## src/rtl/defuse_pkg.sv

```systemverilog
// Shared types and constants for the countdown start-value entry block.
package defuse_pkg;

  typedef enum logic [1:0] {IDLE, CONVERT, DONE} state_t;

  typedef logic [3:0] bcd_digit_t;

  localparam bcd_digit_t BCD_MAX = 4'd9;

  function automatic bcd_digit_t bcd_inc(input bcd_digit_t d, input bcd_digit_t max_d);
    return (d >= max_d) ? '0 : bcd_digit_t'(d + 4'd1);
  endfunction

endpackage

```

## src/rtl/countdown_setter_key_edge_detect.sv

```systemverilog
// Single-key press detector: one press per inactive->active transition.
module key_edge_detect #(
  parameter bit ACTIVE_LOW = 1'b1
) (
  input  logic clk,
  input  logic resetn,
  input  logic key,
  output logic press
);

  logic r_key;
  logic w_active_now;
  logic w_active_prev;

  // History resets to the idle level so releasing reset never looks like a press.
  always_ff @(posedge clk or negedge resetn) begin
    if (!resetn) r_key <= ACTIVE_LOW;
    else         r_key <= key;
  end

  assign w_active_now  = ACTIVE_LOW ? ~key   : key;
  assign w_active_prev = ACTIVE_LOW ? ~r_key : r_key;
  assign press         = w_active_now & ~w_active_prev;

endmodule

```

## src/rtl/countdown_setter.sv

```systemverilog
// BCD digit entry with iterative BCD->binary conversion of the countdown start value.
module countdown_setter
  import defuse_pkg::*;
#(
  parameter bit          KEY_ACTIVE_LOW = 1'b1,
  parameter int unsigned MAX_HUNDREDS   = 2,
  parameter int unsigned BIN_W          = 10,
  parameter int unsigned OUT_W          = 8
) (
  input  logic             clk,
  input  logic             resetn,
  input  logic             key_ones,
  input  logic             key_tens,
  input  logic             key_hundreds,
  input  logic             key_clear,
  input  logic             key_load,
  output logic [3:0]       hundreds,
  output logic [3:0]       tens,
  output logic [3:0]       ones,
  output logic             busy,
  output logic [OUT_W-1:0] value,
  output logic             value_valid,
  output logic             saturated
);

  localparam int unsigned SR_W   = 12 + BIN_W;
  localparam int unsigned ITER_W = $clog2(BIN_W + 1);
  localparam logic [BIN_W-1:0] SAT_LIM = BIN_W'((1 << OUT_W) - 1);
  localparam bcd_digit_t HUND_MAX = bcd_digit_t'(MAX_HUNDREDS);

  logic w_p_ones, w_p_tens, w_p_hund, w_p_clear, w_p_load;

  key_edge_detect #(.ACTIVE_LOW(KEY_ACTIVE_LOW)) u_ked_ones (
    .clk(clk), .resetn(resetn), .key(key_ones), .press(w_p_ones));
  key_edge_detect #(.ACTIVE_LOW(KEY_ACTIVE_LOW)) u_ked_tens (
    .clk(clk), .resetn(resetn), .key(key_tens), .press(w_p_tens));
  key_edge_detect #(.ACTIVE_LOW(KEY_ACTIVE_LOW)) u_ked_hund (
    .clk(clk), .resetn(resetn), .key(key_hundreds), .press(w_p_hund));
  key_edge_detect #(.ACTIVE_LOW(KEY_ACTIVE_LOW)) u_ked_clear (
    .clk(clk), .resetn(resetn), .key(key_clear), .press(w_p_clear));
  key_edge_detect #(.ACTIVE_LOW(KEY_ACTIVE_LOW)) u_ked_load (
    .clk(clk), .resetn(resetn), .key(key_load), .press(w_p_load));

  state_t            r_state, w_state_nx;
  bcd_digit_t        r_hund, r_tens, r_ones;
  bcd_digit_t        w_hund_nx, w_tens_nx, w_ones_nx;
  logic [SR_W-1:0]   r_sr, w_sr_nx, w_sr_adj;
  logic [ITER_W-1:0] r_iter, w_iter_nx;
  logic              r_busy, w_busy_nx;
  logic [OUT_W-1:0]  r_value, w_value_nx;
  logic              r_valid, w_valid_nx;
  logic              r_sat, w_sat_nx;
  logic [BIN_W-1:0]  w_bin;

  // One reverse double-dabble step: shift right, then pull any BCD field >= 8 back by 3.
  always_comb begin
    w_sr_adj = r_sr >> 1;
    for (int unsigned k = 0; k < 3; k++) begin
      if (w_sr_adj[BIN_W + 4*k +: 4] >= 4'd8)
        w_sr_adj[BIN_W + 4*k +: 4] = w_sr_adj[BIN_W + 4*k +: 4] - 4'd3;
    end
  end

  assign w_bin = r_sr[BIN_W-1:0];

  always_comb begin
    w_state_nx = r_state;
    w_hund_nx  = r_hund;
    w_tens_nx  = r_tens;
    w_ones_nx  = r_ones;
    w_sr_nx    = r_sr;
    w_iter_nx  = r_iter;
    w_busy_nx  = r_busy;
    w_value_nx = r_value;
    w_valid_nx = 1'b0;
    w_sat_nx   = r_sat;
    unique case (r_state)
      IDLE: begin
        if (w_p_clear) begin
          w_hund_nx = '0;
          w_tens_nx = '0;
          w_ones_nx = '0;
        end else if (w_p_load) begin
          w_sr_nx    = {r_hund, r_tens, r_ones, {BIN_W{1'b0}}};
          w_iter_nx  = '0;
          w_busy_nx  = 1'b1;
          w_state_nx = CONVERT;
        end else begin
          if (w_p_hund) w_hund_nx = bcd_inc(r_hund, HUND_MAX);
          if (w_p_tens) w_tens_nx = bcd_inc(r_tens, BCD_MAX);
          if (w_p_ones) w_ones_nx = bcd_inc(r_ones, BCD_MAX);
        end
      end
      CONVERT: begin
        w_sr_nx   = w_sr_adj;
        w_iter_nx = r_iter + 1'b1;
        if (r_iter == ITER_W'(BIN_W - 1)) begin
          w_busy_nx  = 1'b0;
          w_state_nx = DONE;
        end
      end
      DONE: begin
        if (w_bin > SAT_LIM) begin
          w_value_nx = '1;
          w_sat_nx   = 1'b1;
        end else begin
          w_value_nx = w_bin[OUT_W-1:0];
          w_sat_nx   = 1'b0;
        end
        w_valid_nx = 1'b1;
        w_state_nx = IDLE;
      end
      default: w_state_nx = IDLE;
    endcase
  end

  always_ff @(posedge clk or negedge resetn) begin
    if (!resetn) begin
      r_state <= IDLE;
      r_hund  <= '0;
      r_tens  <= '0;
      r_ones  <= '0;
      r_sr    <= '0;
      r_iter  <= '0;
      r_busy  <= 1'b0;
      r_value <= '0;
      r_valid <= 1'b0;
      r_sat   <= 1'b0;
    end else begin
      r_state <= w_state_nx;
      r_hund  <= w_hund_nx;
      r_tens  <= w_tens_nx;
      r_ones  <= w_ones_nx;
      r_sr    <= w_sr_nx;
      r_iter  <= w_iter_nx;
      r_busy  <= w_busy_nx;
      r_value <= w_value_nx;
      r_valid <= w_valid_nx;
      r_sat   <= w_sat_nx;
    end
  end

  assign hundreds    = r_hund;
  assign tens        = r_tens;
  assign ones        = r_ones;
  assign busy        = r_busy;
  assign value       = r_value;
  assign value_valid = r_valid;
  assign saturated   = r_sat;

endmodule

```

## config.mk

```make
export PLATFORM = sky130hd
export DESIGN_NAME = countdown_setter
export DESIGN_NICKNAME = d
export VERILOG_FILES = /design/src/rtl/defuse_pkg.sv /design/src/rtl/countdown_setter_key_edge_detect.sv /design/src/rtl/countdown_setter.sv
export SDC_FILE = /design/constraint.sdc
export NUM_CORES = 1
export LEC_CHECK = 0
export ABC_AREA = 1
export BUFFER_PORTS_ARGS = -buffer_cell sky130_fd_sc_hd__buf_2
export CAP_MARGIN = 20
export CORE_MARGIN = 1.5
export CORE_UTILIZATION = 58
export CTS_CLUSTER_SIZE = 8
export DETAILED_ROUTE_END_ITERATION = 7
export PLACE_DENSITY = 0.9
export SLEW_MARGIN = 0
export SYNTH_ARGS = -nofsm -noshare
export SYNTH_HDL_FRONTEND = slang
export SYNTH_SLANG_ARGS = --single-unit
```

## constraint.sdc

```tcl
create_clock -name clk -period 1.6 [get_ports clk]
set_clock_uncertainty 0.1 [all_clocks]
set_input_delay 0.16 -clock clk [delete_from_list [all_inputs] [get_ports clk]]
set_output_delay 0.16 -clock clk [all_outputs]
set_load 0.01 [all_outputs]
```

* Word-level counts from Yosys, hierarchy flattened
Cells that the tools add are included.
Storage, ports and cells: flip-flop bits (word level) 56, input bits 7
Operators by class: add/subtract/negate cells 7, magnitude comparators 7, equal/unequal tests 7, multiplexer cells 32, bitwise operators 10, reduce and logical (&&, ||, !) cells 11
Operators by type and width (count):
- $mux W4 | 17
- $mux W22 | 2
- $pmux W22 S2 | 1
- $add A4 B1 Y4 const B | 4
- $ge A4 B4 Y1 const B | 4
- $reduce_and A3 Y1 | 5
- $gt A10 B8 Y1 const B | 1
- $mux W8 | 1
- $pmux W4 S2 | 1
- $reduce_bool A2 Y1 | 4
- $sub A4 B2 Y4 const B | 2
- $mux W2 | 3
- $ne A2 B2 Y1 const B | 3
- $and A1 B1 Y1 | 5
- $mux W1 | 5
- $not A1 Y1 | 5
- $eq A4 B4 Y1 const B | 1
- $ge A3 B4 Y1 const B | 1
- $ge A4 B2 Y1 const B | 1
- $pmux W2 S2 | 1
- $reduce_and A4 Y1 | 1
- $sub A3 B2 Y4 const B | 1
- $eq A2 B1 Y1 const B | 1
- $eq A2 B2 Y1 const B | 1
- other kinds (3) | 3

* Logic depth before layout (Yosys ltp)
Gate-level depths: netlist of run 1.
depth after elaboration 5, depth in mapped cells 8, mapped depth without buffers 8

* Hierarchy
Synthesis of run 1 repeated with hierarchy kept, for this count alone.
Unflattened totals: cell total of the unflattened synthesis 325, area, all modules 2776.4 um^2
Modules (own cells, without submodules):
- countdown_setter | instances 1, cells each 310, area each 2595.0 um^2
- key_edge_detect | instances 5, cells each 3, area each 36.3 um^2

* Least setup slack after synthesis of run 1
OpenSTA, ideal clock, no wires.
path kind register -> register, start register u_ked_clear.r_key, end register r_sr[16], setup time 116 ps, data arrival time 1180 ps, data required time 1384 ps, path slack 204 ps, cell stages (with the launch flop) 9, buffers on the path 1, period minus slack after synthesis 1396 ps, cell sequence dfstp_2 > inv_1 > nor2_4 > nand2_4 > nand3_4 > inv_4 > buf_6 > nand2_1 > nand2_1
On the way: word-level cells in the longest chain between the ends 3
Ends and longest elaborated chain:
- start: declaration | line countdown_setter_key_edge_detect.sv:11 | logic r_key;
- start signal: assignment | line countdown_setter_key_edge_detect.sv:18 | else r_key <= key;
- $and A1 B1 Y1 | line countdown_setter_key_edge_detect.sv:23 | assign press = w_active_now & ~w_active_prev;
- $ne A2 B2 Y1 (no line)
- $reduce_and A3 Y1 (no line)
- end signal: assignment | line countdown_setter.sv:134 | r_sr <= w_sr_nx;
- end: declaration | line countdown_setter.sv:47 | logic [SR_W-1:0] r_sr, w_sr_nx, w_sr_adj;
Every way passes these cells. A chain may end at the register's enable or synchronous reset.

* Worst setup path in the final report of run 1
start input port key_load, end register r_sr[18]
On the way: word-level cells in the longest chain between the ends 4
Ends and longest elaborated chain:
- start: declaration | line countdown_setter.sv:16 | input logic key_load,
- $not A1 Y1 | line countdown_setter_key_edge_detect.sv:21 | assign w_active_now = ACTIVE_LOW ? ~key : key;
- $and A1 B1 Y1 | line countdown_setter_key_edge_detect.sv:23
- $ne A2 B1 Y1 (no line)
- $reduce_and A3 Y1 (no line)
Every way passes these cells.

==> results of run 1 <==
report_power, final:
part           switching [mW]  internal (mW)
clock network           0.519          0.321
logic                    1.49          0.939
registers               0.387           1.90
how the worst max path moves through the flow:
stage                                     start                      end  slack [ps]  cells past startpoint
detailed placement   u_ked_load.r_key$_DFF_PN1_      r_sr[0]$_DFFE_PN0P_         140                      6
floorplan           u_ked_clear.r_key$_DFF_PN1_     r_sr[16]$_DFFE_PN0P_         200                      8
global route             r_state[0]$_DFFE_PN0P_  hundreds[0]$_DFFE_PN0P_           9                      5
finish                                 key_load     r_sr[18]$_DFFE_PN0P_         110                      9
global placement    u_ked_clear.r_key$_DFF_PN1_      tens[0]$_DFFE_PN0P_         210                      7
CTS                      r_state[0]$_DFFE_PN0P_     r_sr[13]$_DFFE_PN0P_         100                      3
worst max-delay path: stages:
cell	delay, ps
dlygate4sd3_1	530
buf_2	130
inv_1	40
nand2_1	120
nand2_1	130
nand3_4	150
inv_4	210
nand2_1	110
o21ai_2	60
layer usage:
layer	up-vias	share of wire (%)	track usage [%]
met4	0	2.3	10.1
met2	49	51	41.7
met3	12	2.8	5.28
met5	-	0	0
li1	1112	-	-
met1	1105	44	32.4
stage by stage:
| step | hold slack (ps) | util [%] | cell area [um2] |
|---|---|---|---|
| final | 264 | 68.5 | 3190 |
| after global routing | 307 | 68.5 | 3190 |
| after CTS | 259 | 68.3 | 3180 |
| after detailed placement | 79.4 | 65.0 | 3030 |
| after global placement | 76.1 | 65.0 | 3030 |
| after floorplan | -236 | - | 2780 |
kinds of logic after synthesis:
kind of cell               count (synthesis)
DFF                                       56
adders and majority gates                 14
buffers and inverters                     54
AOI/OAI and AO/OA                         54
and+or+nand+nor                          140
xor gates and xnor gates                   2
cell type report:
class                           instances  share of cell area (%)
Tap cell                               54                    2.12
Inverter                               48                    5.73
Clock inverter                          3                   0.784
Timing Repair Buffer                   43                    9.10
Multi-Input combinational cell        210                    36.0
Sequential cell                        56                    44.2
Clock buffer                            5                    2.16
flip-flops by register name (all words and copies together), names as in the netlist:
signal             count
busy                   1
saturated              1
r_iter                 4
u_ked_ones.r_key       1
u_ked_hund.r_key       1
u_ked_tens.r_key       1
u_ked_clear.r_key      1
tens                   4
value                  8
value_valid            1
r_sr                  22
hundreds               4
r_state                2
u_ked_load.r_key       1
ones                   4
cell usage in the layout, fill, tap and decap left out, drive strengths merged:
cell | Yosys | layout
clkinvlp | 0 | 1
o211ai | 11 | 11
nor3 | 2 | 2
xor2 | 2 | 2
dfstp | 5 | 5
inv | 48 | 50
dfrtp | 51 | 51
o21ai | 38 | 38
ha | 14 | 14
nand4 | 4 | 4
a21oi | 4 | 4
or2 | 1 | 1
dlygate4sd3 | 0 | 6
buf | 5 | 37
nor2 | 12 | 12
clkbuf | 1 | 5
o22ai | 1 | 1
nand3 | 30 | 30
nand2 | 91 | 91
what timing repair did:
item / in CTS / in global routing
resized for setup: 0 / 3
setup endpoints to repair: 0 / 8
setup buffers: 0 / 0
endpoints found under the hold margin: 61 / 0
hold buffers: 6 / 0
==> out/metrics.cfg, run 1 <==
[run_status]
outcome=complete, but fails checks
violations=design-rule violations

[yosys]
synthSimpleGateAreaFrac_pct=22.0
avgSynthCellArea_um2=8.68
ys_warn_count=0
synth-xor-area-share_pct=0.630
muxShareOfSynthArea_pct=0
synth_area_leader_cell=dfrtp_1
synthesis.area_um2=2780
synthTopCellsByArea=dfrtp_1 46%, nand2_1 12%, ha_1 6.3%
netlist.area_leader.share_pct=45.9
yosysSeqAreaShare_pct=50.7
synth_fa_ha_area_share_pct=6.30
synthTopCellsByCount=89 x nand2_1, 51 x dfrtp_1, 45 x inv_1
synthDistinctLibCells=28
syn_inst=320
yosysMostFrequentCell=nand2_1
synth-seq-cells=56
syn_nets=341
synth_top_family_by_area=simple AND/OR/NAND/NOR gates
synth_edf_count=0
synth_top_flop_cell=dfrtp_1
synth_compound_area_share_pct=12.2
ys_async_sr_fraction_pct=100

[placed_design]
place_hpwl_um=3990
gp_congestion=0.879
dp.cells=405
place_ws_ps=140
numPortBuffers=29

[clocking]
max-clock-path-buffers=2
h-tree-depth=2
cts_made_buffers=5
clk_latency_ps=330
path_clk_slew_ps=110
cts_root_buf=clkbuf_8
cts.sinks=56
cts_tree=yes

[power_and_ir_drop]
power_mw=5.55
worst_ir_drop_vdd_mv=0.850
p_leak_nw=1.65
powerDensity_nw_per_um2=1740

[floorplanning]
dieArea_um2=5220
initial_utilization_pct=59.6
rows=25
boundaryPins=30
placeableCoreArea_um2=4660
die_x_um=72.2
chipHeight_um=72.2

[timing]
grt_setup_unrepaired=false
worstMarginPinSlew_ps=387
max_freq_ghz=0.671
slew_violations=0
period_share_pct=93.2
setup_slack_ps=109
finalSetupViolations=0
hold_viol=0
period_minus_slack_ps=1490
setup_tns_ps=0
relSlewSlack_pct=74.2

[critical_path]
critPathMaxFanout=16
arrival_ps=1660
rrSetupSlack_ps=120
end_kind=flop
r2r_start=u_ked_load.r_key$_DFF_PN1_
crit_required_ps=1770
critPathLaunchType=input port
reg2reg_depth=6
critPathKind=input port to flop
rr_endpoint=r_sr[18]$_DFFE_PN0P_

[grt]
grt_pass1_vias=2144
grt_pass1_wl_um=10000
antenna_found_initial=0
grt_overflow=0
grt_usage_pct=25.1
grt_max_degree=57

[route]
avgRoutedWirePerCell_um=14.1
drt_first_pass_iters=8
drt_iter0_drc=177
via_per_inst=5.44
drc=3
num_vias=2278
drt-total-wl_um=5920
drt.antenna.violating_nets=0

[cells_and_area]
nFillCells=349
area_delta_synth_final_pct=14.8
final_cells=419
ff_latch_area_um2=1410
diodes=0
drive_gt1_share_pct=19.5
multi_input_area_um2=1150
nets=385

[flow_run]
drv_cap=0

[hold_path]
hold_class=input port to async pin

Power figures use the tool's default switching activity.
==> inputs of run 2 (changes only) <==
==> constraint.sdc (replaced) <==
create_clock -name clk -period 1.6 [get_ports clk]
set_clock_uncertainty 0.1 [all_clocks]
set_input_delay 0.4 -clock clk [delete_from_list [all_inputs] [get_ports clk]]
set_output_delay 0.4 -clock clk [all_outputs]
set_load 0.01 [all_outputs]
==> run 2 against run 1 <==
Effect of this change: the flow still finishes with violations (design-rule violations); worst hold slack worse by 180 ps; critical path depth down 3; combinational power down 2%; fmax down 0.56%; cell count fell by 0.48%; sequential share of layout area up 0.36 points; total power grew 0.53%; sequential power hardly changed; cell area is 0.90% lower; utilization fell by 0.62 points; critical path type is now flop to flop; highest routed layer unchanged.
==> out/metrics.cfg, run 2 (synthesized netlist as in run 1, its figures left out) <==
[power_and_ir_drop]
powerDensity_nw_per_um2=1770
worst_ir_drop_vdd_mv=1.17
p_leak_nw=1.65

[flow_run]
drv_cap=0

[cells_and_area]
diodes=0
top_register=r_sr
postLayoutCellArea_um2=3160
drive_gt1_share_pct=19.8
final_cell_mix=89 x nand2_1, 51 x dfrtp_1, 45 x inv_1
area_delta_synth_final_pct=13.8
fin_util_pct=67.8
largest_register_ffs=22
nets=383
mostFrequentLayoutCell=nand2_1
nFillCells=363

[timing]
worstMarginPinSlew_ps=377
setup_slack_ps=100
fin_hold_ws_ps=85.3
max_freq_ghz=0.667
hold_viol=0
period_minus_slack_ps=1500
period_share_pct=93.7
slew_violations=0
grt_setup_unrepaired=false
setup_tns_ps=0
relSlewSlack_pct=74.9
finalSetupViolations=0

[critical_path]
critPathMaxFanout=16
critPathKind=flop to flop
crit_required_ps=1750
rrSetupSlack_ps=100
critPathLaunchType=flop
reg2reg_depth=6
r2r_start=u_ked_load.r_key$_DFF_PN1_
rr_endpoint=r_sr[18]$_DFFE_PN0P_
arrival_ps=1650
end_kind=flop

[hold_path]
min_path_cells=1
worst_hold_path.endpoint=u_ked_tens.r_key$_DFF_PN1_
hold_class=input port to flop
min_from=key_tens

[placed_design]
place_hpwl_um=3950
place_area_um2=3030
numPortBuffers=29
place_ws_ps=86.7
gp_congestion=0.866

[floorplanning]
placeableCoreArea_um2=4660
chipHeight_um=72.2
initial_utilization_pct=59.6
rows=25
dieArea_um2=5220
boundaryPins=30
die_x_um=72.2

[grt]
grt_pass1_vias=2148
grt_overflow=0
antenna_found_initial=0
grt_usage_pct=23.3
grt_max_degree=24
grt_pass1_wl_um=9430

[clocking]
cts_made_buffers=5
h-tree-depth=2
path_clk_slew_ps=100
cts.sinks=56
max-clock-path-buffers=2
cts_root_buf=clkbuf_8
clk_latency_ps=310
cts_tree=yes

[route]
via_per_inst=5.46
drt_first_pass_iters=8
drc=2
drt-total-wl_um=5580
avgRoutedWirePerCell_um=13.4
num_vias=2275
drt.antenna.violating_nets=0
drt_iter0_drc=170

[run_status]
violations=design-rule violations
outcome=complete, but fails checks

-- run 2: cell count changes in the layout (fill, tap and decap cells not counted) --
| cell | before | now |
|---|---|---|
| nand3_1 | 28 | 29 |
| inv_6 | 2 | 0 |
| clkinv_2 | 0 | 1 |
| bufinv_16 | 0 | 1 |
| dfrtp_2 | 1 | 0 |
| buf_12 | 2 | 1 |
| buf_4 | 6 | 10 |
| nand3_2 | 1 | 0 |
| dlygate4sd3_1 | 6 | 1 |
| dfrtp_1 | 50 | 51 |
-- run 2: power breakdown --
group / switching (mW) / total [mW] / leakage (nW) / internal [mW]
clock: 0.458 / 0.922 / 0.0541 / 0.464
combinational: 1.45 / 2.37 / 0.894 / 0.919
sequential: 0.403 / 2.30 / 0.698 / 1.89
total: 2.31 / 5.58 / 1.65 / 3.28
-- run 2: metrics by stage --
| stage | total power [mW] | cells |
|---|---|---|
| final | 5.58 | 417 |
| after global routing | 6.05 | 417 |
| after CTS | 5.56 | 415 |
| after detailed placement | 4.63 | 406 |
| after global placement | 4.50 | 406 |
| after floorplan | 3.91 | 320 |
-- run 2: final cells by class --
class	count	area, um2	area share (%)
repair buffers	41	250	7.91
multi-input cells	210	1140	36.1
clock inverters	3	42.5	1.35
clock buffers	5	68.8	2.18
flip-flops and latches	56	1410	44.5
inverters	48	183	5.78
well taps	54	67.6	2.14
-- run 2: repair_timing --
item                                   CTS  global route
endpoints found under the hold margin    8             0
setup buffers                            0             2
setup endpoints to repair                0             6
resized for setup                        0             1
hold buffers                             1             0
-- run 2: per-layer routing --
layer / wire length, um / part of all wire [%] / track usage, %
met5: 0 / 0 / 0
met1: 2530 / 45 / 31.7
met3: 227 / 4.1 / 4.72
met4: 76 / 1.4 / 7.97
met2: 2750 / 49 / 37.9
-- run 2: worst max-delay path by stage --
stage / cells after the start / end / from
detailed placement: 8 / r_sr[18]$_DFFE_PN0P_ / key_load
floorplan: 8 / r_sr[16]$_DFFE_PN0P_ / u_ked_clear.r_key$_DFF_PN1_
global route: 6 / r_sr[18]$_DFFE_PN0P_ / u_ked_load.r_key$_DFF_PN1_
CTS: 6 / tens[0]$_DFFE_PN0P_ / tens[0]$_DFFE_PN0P_
global placement: 8 / r_sr[14]$_DFFE_PN0P_ / key_load
finish: 6 / r_sr[18]$_DFFE_PN0P_ / u_ked_load.r_key$_DFF_PN1_
-- run 2: critical path: stages (launching register included) --
cell and delay (ps):
dfstp_2 530, nand2_1 110, nand2_1 130, nand3_4 150
inv_4 220, nand2_1 120, o21ai_2 70
==> inputs of run 3 (changes only) <==
--- a/config.mk
+++ b/config.mk
@@ -17,3 +17,4 @@
 export SYNTH_ARGS = -nofsm -noshare
 export SYNTH_HDL_FRONTEND = slang
 export SYNTH_SLANG_ARGS = --single-unit
+export TNS_END_PERCENT = 5
==> constraint.sdc (replaced) <==
create_clock -name clk -period 1.6 [get_ports clk]
set_clock_uncertainty 0.1 [all_clocks]
set_input_delay 0.4 -clock clk [delete_from_list [all_inputs] [get_ports clk]]
set_output_delay 0.4 -clock clk [all_outputs]
set_load 0.1 [all_outputs]
==> run 3 against run 2 <==
Effect of this change: highest routed layer unchanged; clock-buffer cell count grew 1; largest cell class unchanged; via count grew 1.4%; register-to-register slack lost 20 ps; the flow still finishes with violations (design-rule violations); sequential share of layout area shrank 2.2 points; die area is the same; critical path type is now flop to output port; cell count shrank 0.72%; critical path depth shrank 4; fmax shrank 6.1%.
==> out/metrics.cfg, run 3 (synthesized netlist as in run 1, its figures left out) <==
[run_status]
outcome=complete, but fails checks
violations=design-rule violations

[timing]
finalSetupViolations=0
period_minus_slack_ps=1600
slew_violations=0
grt_setup_unrepaired=true
period_share_pct=99.8
max_freq_ghz=0.626
relSlewSlack_pct=68.0
hold_viol=0
worstMarginPinSlew_ps=483

[cells_and_area]
top_register=r_sr
final_cell_mix=89 x nand2_1, 44 x inv_1, 42 x dfrtp_1
largest_register_ffs=22
nFillCells=304
diodes=0
fin_util_pct=72.3
area_delta_synth_final_pct=21.3
nets=380
mostFrequentLayoutCell=nand2_1
drive_gt1_share_pct=22.2

[floorplanning]
die_x_um=72.2
rows=25
initial_utilization_pct=59.6
boundaryPins=30
chipHeight_um=72.2
dieArea_um2=5220
placeableCoreArea_um2=4660

[route]
drt_first_pass_iters=8
drt-total-wl_um=6010
num_vias=2307
avgRoutedWirePerCell_um=14.5
drc=2
via_per_inst=5.57
drt.antenna.violating_nets=0
drt_iter0_drc=225

[grt]
grt_pass1_vias=2241
grt_overflow=0
antenna_found_initial=0
grt_pass1_wl_um=10200
grt_max_degree=57
grt_usage_pct=25.1

[critical_path]
r2r_start=u_ked_clear.r_key$_DFF_PN1_
critPathKind=flop to output port
crit_required_ps=1100
critPathLaunchType=flop
end_kind=output port
critical_path.startpoint=tens[0]$_DFFE_PN0P_
arrival_ps=1100
critPathMaxFanout=5

[clocking]
cts.sinks=56
path_clk_slew_ps=100
cts_made_buffers=5
cts_tree=yes
h-tree-depth=2
cts_root_buf=clkbuf_8
clk_latency_ps=310
max-clock-path-buffers=2

[hold_path]
hold_class=input port to flop
min_from=key_tens

[placed_design]
numPortBuffers=29
place_hpwl_um=4010
gp_congestion=0.801

[flow_run]
drv_cap=0

[run 3: worst paths after layout]
kind | to | slack, ps | cells past startpoint
max | tens[0] | 3 | 2
min | u_ked_tens.r_key$_DFF_PN1_ | 90 | 1
max reg2reg | r_sr[15]$_DFFE_PN0P_ | 80 | 7
min reg2reg | saturated$_DFFE_PN0P_ | 390 | 2
max in group asynchronous | u_ked_tens.r_key$_DFF_PN1_ | 590 | 3
min in group asynchronous | saturated$_DFFE_PN0P_ | 510 | 3
[run 3: timing repair]
item	CTS	global route
pin swaps	0	0
gates resized for setup	6	10
buffers inserted	0	0
setup endpoints to repair	7	12
endpoints found under the hold margin	51	0
hold buffers	1	0
[run 3: per-stage QoR]
| step | hold WS (ps) | std cells | cell area, um2 | setup slack, ps | TNS (ps) |
|---|---|---|---|---|---|
| 6_report | 86.8 | 414 | 3370 | 3.46 | 0 |
| 5_1_grt | 80.0 | 414 | 3370 | -23.9 | -61.6 |
| 4_1_cts | 86.0 | 414 | 3350 | 0.609 | 0 |
| 3_5_place_dp | 319 | 405 | 3230 | 105 | 0 |
| 3_3_place_gp | 317 | 405 | 3230 | 142 | 0 |
| 2_1_floorplan | 4.41 | 320 | 2800 | -17.8 | -22.3 |
[run 3: critical path, stage by stage (launching register included)]
cell and delay, ps:
dfrtp_4 490, buf_6 140, buf_12 160
[run 3: cell type report]
type | count | area, um2 | area share [%]
sequential | 56 | 1430 | 42.3
inverter | 48 | 183 | 5.42
timing repair buffer | 38 | 453 | 13.4
clock inverter | 2 | 13.8 | 0.408
multi-input combinational | 210 | 1150 | 34.0
clock buffer | 6 | 82.6 | 2.45
tap | 54 | 67.6 | 2.00
[run 3: layer usage]
| layer | vias up | part of all wire (%) | track usage (%) |
|---|---|---|---|
| met1 | 1120 | 44 | 33.4 |
| met3 | 11 | 3.9 | 3.89 |
| met4 | 0 | 1.7 | 9.01 |
| met5 | - | 0 | 0 |
| met2 | 71 | 51 | 42.1 |
| li1 | 1105 | - | - |
Power of run 3 is left out: the tool's default activity adds up to more than one toggle a clock period on the data nets, which glitch-free logic cannot reach.
